<file path="src/rtl/fetch_stage.sv">
// Instruction-fetch stage: owns the PC, drives the synchronous instruction
// memory and holds the IF/ID register that feeds decoderStage.
module fetch_stage #(
  parameter int unsigned                  PC_WIDTH    = 8,
  parameter int unsigned                  INSTR_WIDTH = 16,
  parameter logic [PC_WIDTH-1:0]          RESET_PC    = '0,
  parameter logic [INSTR_WIDTH-1:0]       NOP_INSTR   = 16'hB000,
  parameter logic [3:0]                   HALT_OPCODE = 4'hE
) (
  input  logic                   clk,
  input  logic                   rst,
  input  logic                   stall,
  input  logic [2:0]             branchEn,
  input  logic [PC_WIDTH-1:0]    branchTarget,
  input  logic                   flagZ,
  output logic [PC_WIDTH-1:0]    imemAddr,
  input  logic [INSTR_WIDTH-1:0] imemData,
  output logic [INSTR_WIDTH-1:0] instruction,
  output logic [PC_WIDTH-1:0]    pcOut,
  output logic                   instrValid,
  output logic                   flush,
  output logic                   halted
);

  logic [PC_WIDTH-1:0] pc;
  logic [PC_WIDTH-1:0] pcNext;
  logic                memValid;
  logic                haltedR;
  logic                taken;
  logic                isHalt;

  always_comb begin
    taken  = branchEn[2] | (branchEn[1] & flagZ) | (branchEn[0] & ~flagZ);
    isHalt = (imemData[INSTR_WIDTH-1 -: 4] == HALT_OPCODE);
    if (taken)
      pcNext = branchTarget;
    else if (!memValid || stall || haltedR)
      pcNext = pc;  // re-read the same word so imemData stays aligned with pc
    else
      pcNext = pc + PC_WIDTH'(1);
  end

  assign imemAddr = rst ? pcNext : RESET_PC;
  assign flush    = taken;
  assign halted   = haltedR;

  always_ff @(posedge clk or negedge rst) begin
    if (!rst) begin
      pc          <= RESET_PC;
      memValid    <= 1'b0;
      haltedR     <= 1'b0;
      instruction <= NOP_INSTR;
      pcOut       <= '0;
      instrValid  <= 1'b0;
    end else begin
      pc       <= pcNext;
      memValid <= 1'b1;
      if (taken) begin
        // any HALT seen so far is younger than the branch, so it is squashed
        instruction <= NOP_INSTR;
        instrValid  <= 1'b0;
        haltedR     <= 1'b0;
      end else if (stall) begin
        instruction <= instruction;
        pcOut       <= pcOut;
        instrValid  <= instrValid;
      end else if (haltedR || !memValid) begin
        instruction <= NOP_INSTR;
        instrValid  <= 1'b0;
      end else begin
        instruction <= imemData;
        pcOut       <= pc;
        instrValid  <= 1'b1;
        if (isHalt)
          haltedR <= 1'b1;
      end
    end
  end

endmodule

</file>
<file path="config.mk">
export PLATFORM = sky130hd
export DESIGN_NAME = fetch_stage
export DESIGN_NICKNAME = d
export VERILOG_FILES = /design/src/rtl/fetch_stage.sv
export SDC_FILE = /design/constraint.sdc
export NUM_CORES = 1
export LEC_CHECK = 0
export BUFFER_PORTS_ARGS = -buffer_cell sky130_fd_sc_hd__buf_2
export CORE_AREA = 5 5 65 67
export CTS_CLUSTER_DIAMETER = 30
export CTS_CLUSTER_SIZE = 25
export DETAILED_ROUTE_END_ITERATION = 10
export DIE_AREA = 0 0 70 72
export PLACE_DENSITY = 0.73
export RECOVER_POWER = 25
export REMOVE_ABC_BUFFERS = 1
export SETUP_SLACK_MARGIN = 0.1
export SKIP_LAST_GASP = 1
export SYNTH_ARGS = -nofsm -noshare
export SYNTH_HDL_FRONTEND = slang
export SYNTH_SLANG_ARGS = --single-unit
</file>
<file path="constraint.sdc">
create_clock -name clk -period 2.35 [get_ports clk]
set_clock_uncertainty 0.05 [all_clocks]
set_input_delay 0.235 -clock clk [delete_from_list [all_inputs] [get_ports clk]]
set_output_delay 0.235 -clock clk [all_outputs]
set_load 0.05 [all_outputs]
</file>
==> metrics.cfg, run 1 <==
[run_status]
status=finished, violations left
violations=setup timing

[cells_and_area]
mostFrequentLayoutCell=buf_2
multi_input_area_um2=759
final_cell_mix=buf_2, dfrtp_1, nor2_1, buf_4, a22oi_1
diodes=0
regArea_um2=882
area_delta_synth_final_pct=41.3
layout.nets=256
fillers=323
final_cells=273
layout-drive-gt1-share_pct=52.4

[logic_synthesis]
synth_area_um2=1610
yosysSeqAreaShare_pct=54.6
syn_inst=144
syn_area_per_cell_um2=11.2
ys_seq_elements=35
ys.warnings.count=0
ys_types=34

[clocking]
cts-root-buf=clkbuf_4
cts.sinks=35
clk_pin_slew_ps=110
cts_buffers=5
cts-htree-levels=2
insertion_delay_ps=330
clockBufferDepth=2
cts_tree=yes

[die]
start_util_pct=45.0
ios=66
fp-row-count=22
die_y_um=72
coreArea_um2=3580
dieWidth_um=70
die_area_um2=5040

[global_routing]
grt_overflow=0
grt_pass1_wl_mm=7.09
grt_pass1_vias=1573
antenna_found_initial=0
grt_util_all_layers_pct=17.8
grt_max_degree=29

[placed_design]
dp_cells=259
hpwl_mm=3.10
io_buffers=65
gp_congestion=0.767

[sta]
finalCritPeriodShare_pct=102
setup_slack_ps=-35.5
timing.fmax_mhz=419
finalSetupViolations=1
final_hold_viol_count=0
grt_setup_unrepaired=yes
slew_headroom_pct=54.0
slew_violations=0
tightestPinTransition_ps=690
fin_crit_ps=2390
finalSetupTns_ps=-35.5

[worst_setup_path]
path_class=register to output port
cp-end-kind=output port
startpoint_type=register
cp_max_fo=7
critPathRequiredTime_ps=2070
worstPathArrival_ps=2100

[drt]
num_vias=1477
wl_mm=4.30
wl_per_cell_um=15.8
ant_nets=0
drtIter0Drc=52
routed_via_density=5.41
drc=0
dr.pass1.iters=4

[worst_hold_path]
hold_class=input pin to register

[run]
drv_cap=0

[power]
peakVddDrop_v=0.000352
powerDensity_nw_per_um2=701
power.leakage_nw=1.08

logic make-up after synthesis:
family | after synthesis | synth area share [%]
buf+inv | 12 | 3.81
flops | 35 | 54.6
mux | 11 | 7.61
compound gates | 47 | 20.4
other cells | 1 | 0.233
simple gates | 35 | 11.5
fa+ha+maj | 1 | 0.777
xor+xnor | 2 | 1.09
stage by stage:
step                      hold WS (ps)  power [W]  worst slack (ps)  instance area [um^2]  utilization [%]
after CTS                         73.0    0.00160             -10.9                  2240             62.5
after global routing              78.7    0.00168              -109                  2270             63.6
final                             83.7    0.00159             -35.5                  2270             63.6
after detailed placement          64.0    0.00119              41.6                  2030             56.7
after floorplan                   -111    0.00104             -1020                  1560                -
after global placement            60.9    0.00119              87.3                  2030             56.7
final cells by class:
class	instances	share of cell area (%)
repair buffers	81	21.5
well taps	48	2.64
multi-input cells	97	33.4
flip-flops and latches	35	38.8
clock buffers	8	3.03
inverters	4	0.660
flip-flops by register name (all words and copies together), names as in the netlist:
| register | count |
|---|---|
| memValid | 1 |
| pc | 8 |
| instruction | 16 |
| pcOut | 8 |
| instrValid | 1 |
| halted | 1 |
routing by layer:
| metal | global-route usage [%] | routed length, um |
|---|---|---|
| met1 | 21.5 | 1810 |
| met2 | 29.4 | 2090 |
| met3 | 7.34 | 384 |
| met4 | 5.32 | 19 |
| met5 | 0 | 0 |
synth_stat cells:
master    instances  area, um^2
o21a_1            2        15.0
or3b_1            1        8.76
nor3_2            1        10.0
buf_2             1        5.00
a21o_1            2        15.0
a22oi_1          13        97.6
xnor2_1           2        17.5
dfrtp_1          32         801
a21oi_1           8        40.0
clkbuf_1          5        18.8
nor2_1           16        60.1
ha_1              1        12.5
nor3b_1           1        7.51
and4b_1           1        10.0
conb_1            1        3.75
nand3_1           3        15.0
dfstp_2           3        78.8
inv_1             4        15.0
or3_1             2        12.5
or4_4             1        11.3
nor4bb_1          1        10.0
a311oi_1          5        43.8
nand4_1           1        6.26
o211a_1           2        20.0
buf_6             2        22.5
o22ai_1           3        18.8
a31oi_1           6        37.5
a211oi_1          1        7.51
or4_1             2        15.0
o21ai_0           2        10.0
o31ai_1           3        22.5
mux2_2           10         113
mux2i_1           1        10.0
nand2_1           5        18.8
where the power goes:
group	internal, W	switching (W)
logic	0.000169	0.000353
clock network	0.000176	0.000188
registers	0.000664	0.0000433
worst max-delay path: stages (launching register included):
cell	delay (ps)
dfrtp_1	390
or3b_4	430
or4_4	510
a311oi_2	250
buf_6	200
repair_timing:
item	in CTS	in global routing
endpoints found under the setup margin	7	7
resized for setup	26	6
setup buffers	3	2
cloned	0	0
hold endpoints to repair	7	0
hold buffers	1	0
pin swaps	8	2
path summary, 6_finish.rpt:
kind / startpoint / endpoint / slack [ps] / cells after the start
hold reg to reg: pcOut[5] / pcOut[5] / 460 / 1
setup / recovery: halted / imemAddr[5] / -40 / 4
hold / removal: imemData[15] / instruction[15] / 80 / 3
setup reg to reg: halted / pcOut[4] / 460 / 6
max in group asynchronous: rst / pc[0] / 1020 / 3
min in group asynchronous: rst / instruction[2] / 250 / 2
No activity file was read; power rests on OpenSTA's default activity.
==> inputs of run 2 (changes only) <==
--- a/config.mk
+++ b/config.mk
@@ -6,12 +6,12 @@
 export NUM_CORES = 1
 export LEC_CHECK = 0
 export BUFFER_PORTS_ARGS = -buffer_cell sky130_fd_sc_hd__buf_2
-export CORE_AREA = 5 5 65 67
+export CORE_AREA = 5 5 87 89
 export CTS_CLUSTER_DIAMETER = 30
 export CTS_CLUSTER_SIZE = 25
 export DETAILED_ROUTE_END_ITERATION = 10
-export DIE_AREA = 0 0 70 72
-export PLACE_DENSITY = 0.73
+export DIE_AREA = 0 0 92 94
+export PLACE_DENSITY = 0.43
 export RECOVER_POWER = 25
 export REMOVE_ABC_BUFFERS = 1
 export SETUP_SLACK_MARGIN = 0.1
@@ -19,3 +19,4 @@
 export SYNTH_ARGS = -nofsm -noshare
 export SYNTH_HDL_FRONTEND = slang
 export SYNTH_SLANG_ARGS = --single-unit
+export TNS_END_PERCENT = 30
==> metrics.cfg, run 2 (same netlist as run 1, synthesis figures left out) <==
[sta]
slew_headroom_pct=45.6
slew_violations=0
finalSetupViolations=0
timing.fmax_mhz=433
finalCritPeriodShare_pct=98.2
fin_crit_ps=2310
grt_setup_unrepaired=yes
tightestPinTransition_ps=815
final_hold_viol_count=0
finalSetupTns_ps=0

[global_routing]
antenna_found_initial=0
grt_max_degree=33
grt_util_all_layers_pct=11.8
grt_pass1_wl_mm=8.05
grt_overflow=0
grt_pass1_vias=1612

[power]
switching_share_pct=34.5
p_sw_w=0.000611
peakVddDrop_v=0.000264
clkPwrFrac_pct=31.5
p_int_w=0.00116
power.leakage_nw=1.08
comb_power_share_pct=28.6
seq_power_share_pct=39.9
powerDensity_nw_per_um2=772

[clocking]
cts_buffers=5
clk_pin_slew_ps=70
cts-htree-levels=2
insertion_delay_ps=280
cts.sinks=35
cts_tree=yes
cts-root-buf=clkbuf_8
clockBufferDepth=2

[worst_setup_path]
path_class=register to output port
r2r-start=halted
endpoint=imemAddr[5]
cp_num_buf_inv=1
crit_family=simple AND/OR/NAND/NOR gates
cp-startpoint=halted
critPathSlowestCell=or4_4
r2r_end=pcOut[7]
rrSetupSlack_ps=590
r2r_cells=5
critPathRequiredTime_ps=2070
cp_slowest_stage_delay_ps=510
startpoint_type=register
crit_cells=4
worstPathArrival_ps=2020
cp_max_fo=6
cp-end-kind=output port
path_cells=or3b_4 -> or4_4 -> a311oi_2 -> buf_6

[cells_and_area]
top_regs=instruction (16), pcOut (8), pc (8)
area_delta_synth_final_pct=42.5
final_cell_mix=buf_2, dfrtp_1, nor2_1, buf_4, a22oi_1
layout.nets=254
mostFrequentLayoutCell=buf_2
largest_register_ffs=16
layout-drive-gt1-share_pct=49.8
final_core_util_pct=34.3
diodes=0
top_register=instruction
fillers=707

[drt]
routed_via_density=4.76
drtIter0Drc=49
dr.pass1.iters=4
num_vias=1441
wl_mm=4.97
ant_nets=0
drc=0
wl_per_cell_um=16.4

[die]
start_util_pct=24.1
dieWidth_um=92
fp-row-count=30
die_y_um=94
ios=66
die_area_um2=8650
coreArea_um2=6680

[run]
drv_cap=0

[placed_design]
io_buffers=65
hpwl_mm=3.48
gp_congestion=0.725

[run_status]
status=completed

[worst_hold_path]
hold_class=input pin to register

-- run 2: cell type report --
type,instances,area (um^2),share of cell area (%)
clock buffer,6,82.6,3.60
inverter,4,15.0,0.654
timing repair buffer,78,448,19.5
tap,80,100,4.36
multi-input combinational,98,734,32.0
clock inverter,2,35.0,1.53
sequential,35,880,38.3
-- run 2: metal layers --
| layer | GRT usage, % | vias to the layer above | part of all wire (%) |
|---|---|---|---|
| li1 | - | 702 | - |
| met1 | 15.1 | 674 | 43 |
| met2 | 18.9 | 60 | 46 |
| met3 | 4.65 | 5 | 9.5 |
| met4 | 2.60 | 0 | 0.68 |
| met5 | 0 | - | 0 |
-- run 2: tightest hold or removal path: stages --
cell	delay [ps]
buf_2	90
o22ai_1	50
nand2_1	60
-- run 2: worst min-delay path by stage --
| stage | start | endpoint | cells past startpoint |
|---|---|---|---|
| after floorplan | rst | halted | 0 |
| after global placement | rst | pc[1] | 1 |
| after detailed placement | rst | pc[1] | 1 |
| after CTS | imemData[6] | instruction[6] | 3 |
| after global routing | imemData[13] | instruction[13] | 3 |
| final | imemData[13] | instruction[13] | 3 |
-- run 2: repair_timing --
item,CTS,global route
resized for setup,17,2
endpoints found under the hold margin,3,0
endpoints found under the setup margin,7,8
setup buffers,2,0
hold buffers,1,0
pin swaps,5,0
cloned,1,0
-- run 2: power by group through the flow --
stage               logic (W)  registers (W)  clock network, W
global route         0.000539       0.000717          0.000607
finish               0.000506       0.000707          0.000558
CTS                  0.000509       0.000707          0.000582
floorplan            0.000166       0.000876                 0
detailed placement   0.000485       0.000718                 0
global placement     0.000485       0.000718                 0
-- run 2: through the flow --
step | instance area (um^2) | instances | hold WS, ps | setup WS, ps | total power, W
4_1_cts | 2290 | 303 | 129 | 42.6 | 0.00180
5_1_grt | 2290 | 303 | 131 | -34.9 | 0.00186
6_report | 2290 | 303 | 139 | 41.9 | 0.00177
2_1_floorplan | 1560 | 136 | -111 | -1020 | 0.00104
3_5_place_dp | 2070 | 291 | 32.2 | 48.7 | 0.00120
3_3_place_gp | 2070 | 291 | 32.9 | 62.0 | 0.00120
==> inputs of run 3 (changes only) <==
--- a/config.mk
+++ b/config.mk
@@ -6,12 +6,14 @@
 export NUM_CORES = 1
 export LEC_CHECK = 0
 export BUFFER_PORTS_ARGS = -buffer_cell sky130_fd_sc_hd__buf_2
+export CELL_PAD_IN_SITES_DETAIL_PLACEMENT = 1
+export CELL_PAD_IN_SITES_GLOBAL_PLACEMENT = 1
 export CORE_AREA = 5 5 87 89
 export CTS_CLUSTER_DIAMETER = 30
 export CTS_CLUSTER_SIZE = 25
 export DETAILED_ROUTE_END_ITERATION = 10
 export DIE_AREA = 0 0 92 94
-export PLACE_DENSITY = 0.43
+export PLACE_DENSITY = 0.54
 export RECOVER_POWER = 25
 export REMOVE_ABC_BUFFERS = 1
 export SETUP_SLACK_MARGIN = 0.1
==> metrics.cfg, run 3 (same netlist as run 1, synthesis figures left out) <==
[run_status]
status=completed

[worst_hold_path]
hold_start=imemData[15]
hold_class=input pin to register

[power]
finalPower_w=0.00177
switching_share_pct=34.7
peakVddDrop_v=0.000256
clkPwrFrac_pct=31.7
power.leakage_nw=1.07
p_int_w=0.00116
comb_power_share_pct=28.4
seq_power_share_pct=40.0
p_sw_w=0.000615
powerDensity_nw_per_um2=780

[worst_setup_path]
worstPathArrival_ps=2050
critPathRequiredTime_ps=2070
cp_slowest_stage_delay_ps=510
path_class=register to output port
cp-startpoint=memValid
startpoint_type=register
cp_max_fo=5
path_cells=or3b_4 -> or4_4 -> a311oi_2 -> buf_6
cp-end-kind=output port
r2r-start=halted
critPathSlowestCell=or4_4

[clocking]
cts_buffers=5
cts.sinks=35
cts_tree=yes
post_cts_buffers=0
cts-htree-levels=2
insertion_delay_ps=280
clk_pin_slew_ps=70
clockBufferDepth=2
cts-root-buf=clkbuf_8

[drt]
drc=0
drtIter0Drc=45
wl_mm=5.03
num_vias=1479
wl_per_cell_um=16.7
ant_nets=0
dr.pass1.iters=4
routed_via_density=4.91

[global_routing]
use_met2_pct=20.1
antenna_found_initial=0
grt.met1_usage_pct=15.9
grt_overflow=0
grt_util_all_layers_pct=12.3
grt_max_degree=35
grt_pass1_vias=1597
grt_pass1_wl_mm=8.40
grt_util_met3_pct=4.17
busiest_layer=met2

[sta]
slew_violations=0
fin_crit_ps=2330
slew_headroom_pct=42.4
finalSetupTns_ps=0
finalSetupViolations=0
final_hold_viol_count=0
finalCritPeriodShare_pct=99.3
grt_setup_unrepaired=yes
tightestPinTransition_ps=864
timing.fmax_mhz=428

[cells_and_area]
fillers=773
final_area_um2=2270
top_regs=instruction (16), pcOut (8), pc (8)
top_register=instruction
largest_register_ffs=16
final_cell_mix=buf_2, dfrtp_1, nor2_1, a22oi_1, buf_4
area_delta_synth_final_pct=41.2
layout-drive-gt1-share_pct=48.9
mostFrequentLayoutCell=buf_2
final_core_util_pct=34.0
diodes=0
layout.nets=252

[die]
ios=66
die_y_um=94
coreArea_um2=6680
start_util_pct=24.1
dieWidth_um=92
fp-row-count=30
die_area_um2=8650

[placed_design]
dpl_cell_area_um2=2070
gp_congestion=0.707
io_buffers=65
hpwl_mm=3.67

[run]
drv_cap=0

## run 3: changes by cell type in the layout (fill, tap and decap cells not counted)
cell      change
a311oi_1      +2
a311oi_2      -2
buf_4         -2
a211oi_1      -1
a211oi_2      +1
nor4bb_1      -1
nor4bb_2      +1
o31ai_1       +1
o31ai_2       -1
## run 3: per-stage QoR
stage               cells  worst slack (ps)  hold slack, ps
global route          301             -92.5             141
floorplan             136             -1020            -111
finish                301              15.8             136
CTS                   301              5.30             134
detailed placement    291              37.5            15.5
global placement      291              73.2            13.0
## run 3: area by class of cell
| cell class | instances | area, um^2 | area share, % |
|---|---|---|---|
| sequential | 35 | 880 | 38.7 |
| multi-input combinational | 98 | 728 | 32.0 |
| timing repair buffer | 76 | 433 | 19.0 |
| tap | 80 | 100 | 4.40 |
| clock buffer | 6 | 82.6 | 3.63 |
| clock inverter | 2 | 35.0 | 1.54 |
| inverter | 4 | 15.0 | 0.660 |
## run 3: critical path, delay by kind of cell, from the launching register on
kind	cells	cell delay, ps
compound gates	1	240
buf+inv	1	200
flops	1	390
simple gates	2	950
## run 3: what timing repair did
item,in CTS,in global routing
pin swaps,5,1
endpoints found under the hold margin,1,0
gates resized for setup,15,3
gates cloned,1,0
hold buffers,1,0
setup endpoints to repair,7,7
## run 3: final timing paths
path	cells after the start	slack, ps	endpoint
worst max-delay path	4	20	imemAddr[5]
worst min-delay path	3	140	instruction[15]
worst max register to register	5	460	pcOut[3]
worst min register to register	1	450	pcOut[0]
max in group asynchronous	3	820	instruction[7]
min in group asynchronous	2	300	pc[1]
## run 3: power by group through the flow
| stage | clock network [W] | logic, W | registers (W) |
|---|---|---|---|
| after floorplan | 0 | 0.000166 | 0.000876 |
| after global placement | 0 | 0.000484 | 0.000720 |
| after detailed placement | 0 | 0.000489 | 0.000721 |
| after CTS | 0.000582 | 0.000507 | 0.000710 |
| after global routing | 0.000609 | 0.000537 | 0.000718 |
| final | 0.000562 | 0.000503 | 0.000709 |
## run 3: routing by layer
metal	share of wire [%]	vias up	wire (um)
met5	0	-	0
met4	0.34	0	17
met3	7.8	3	393
met2	46	55	2310
met1	46	729	2310
li1	-	692	-
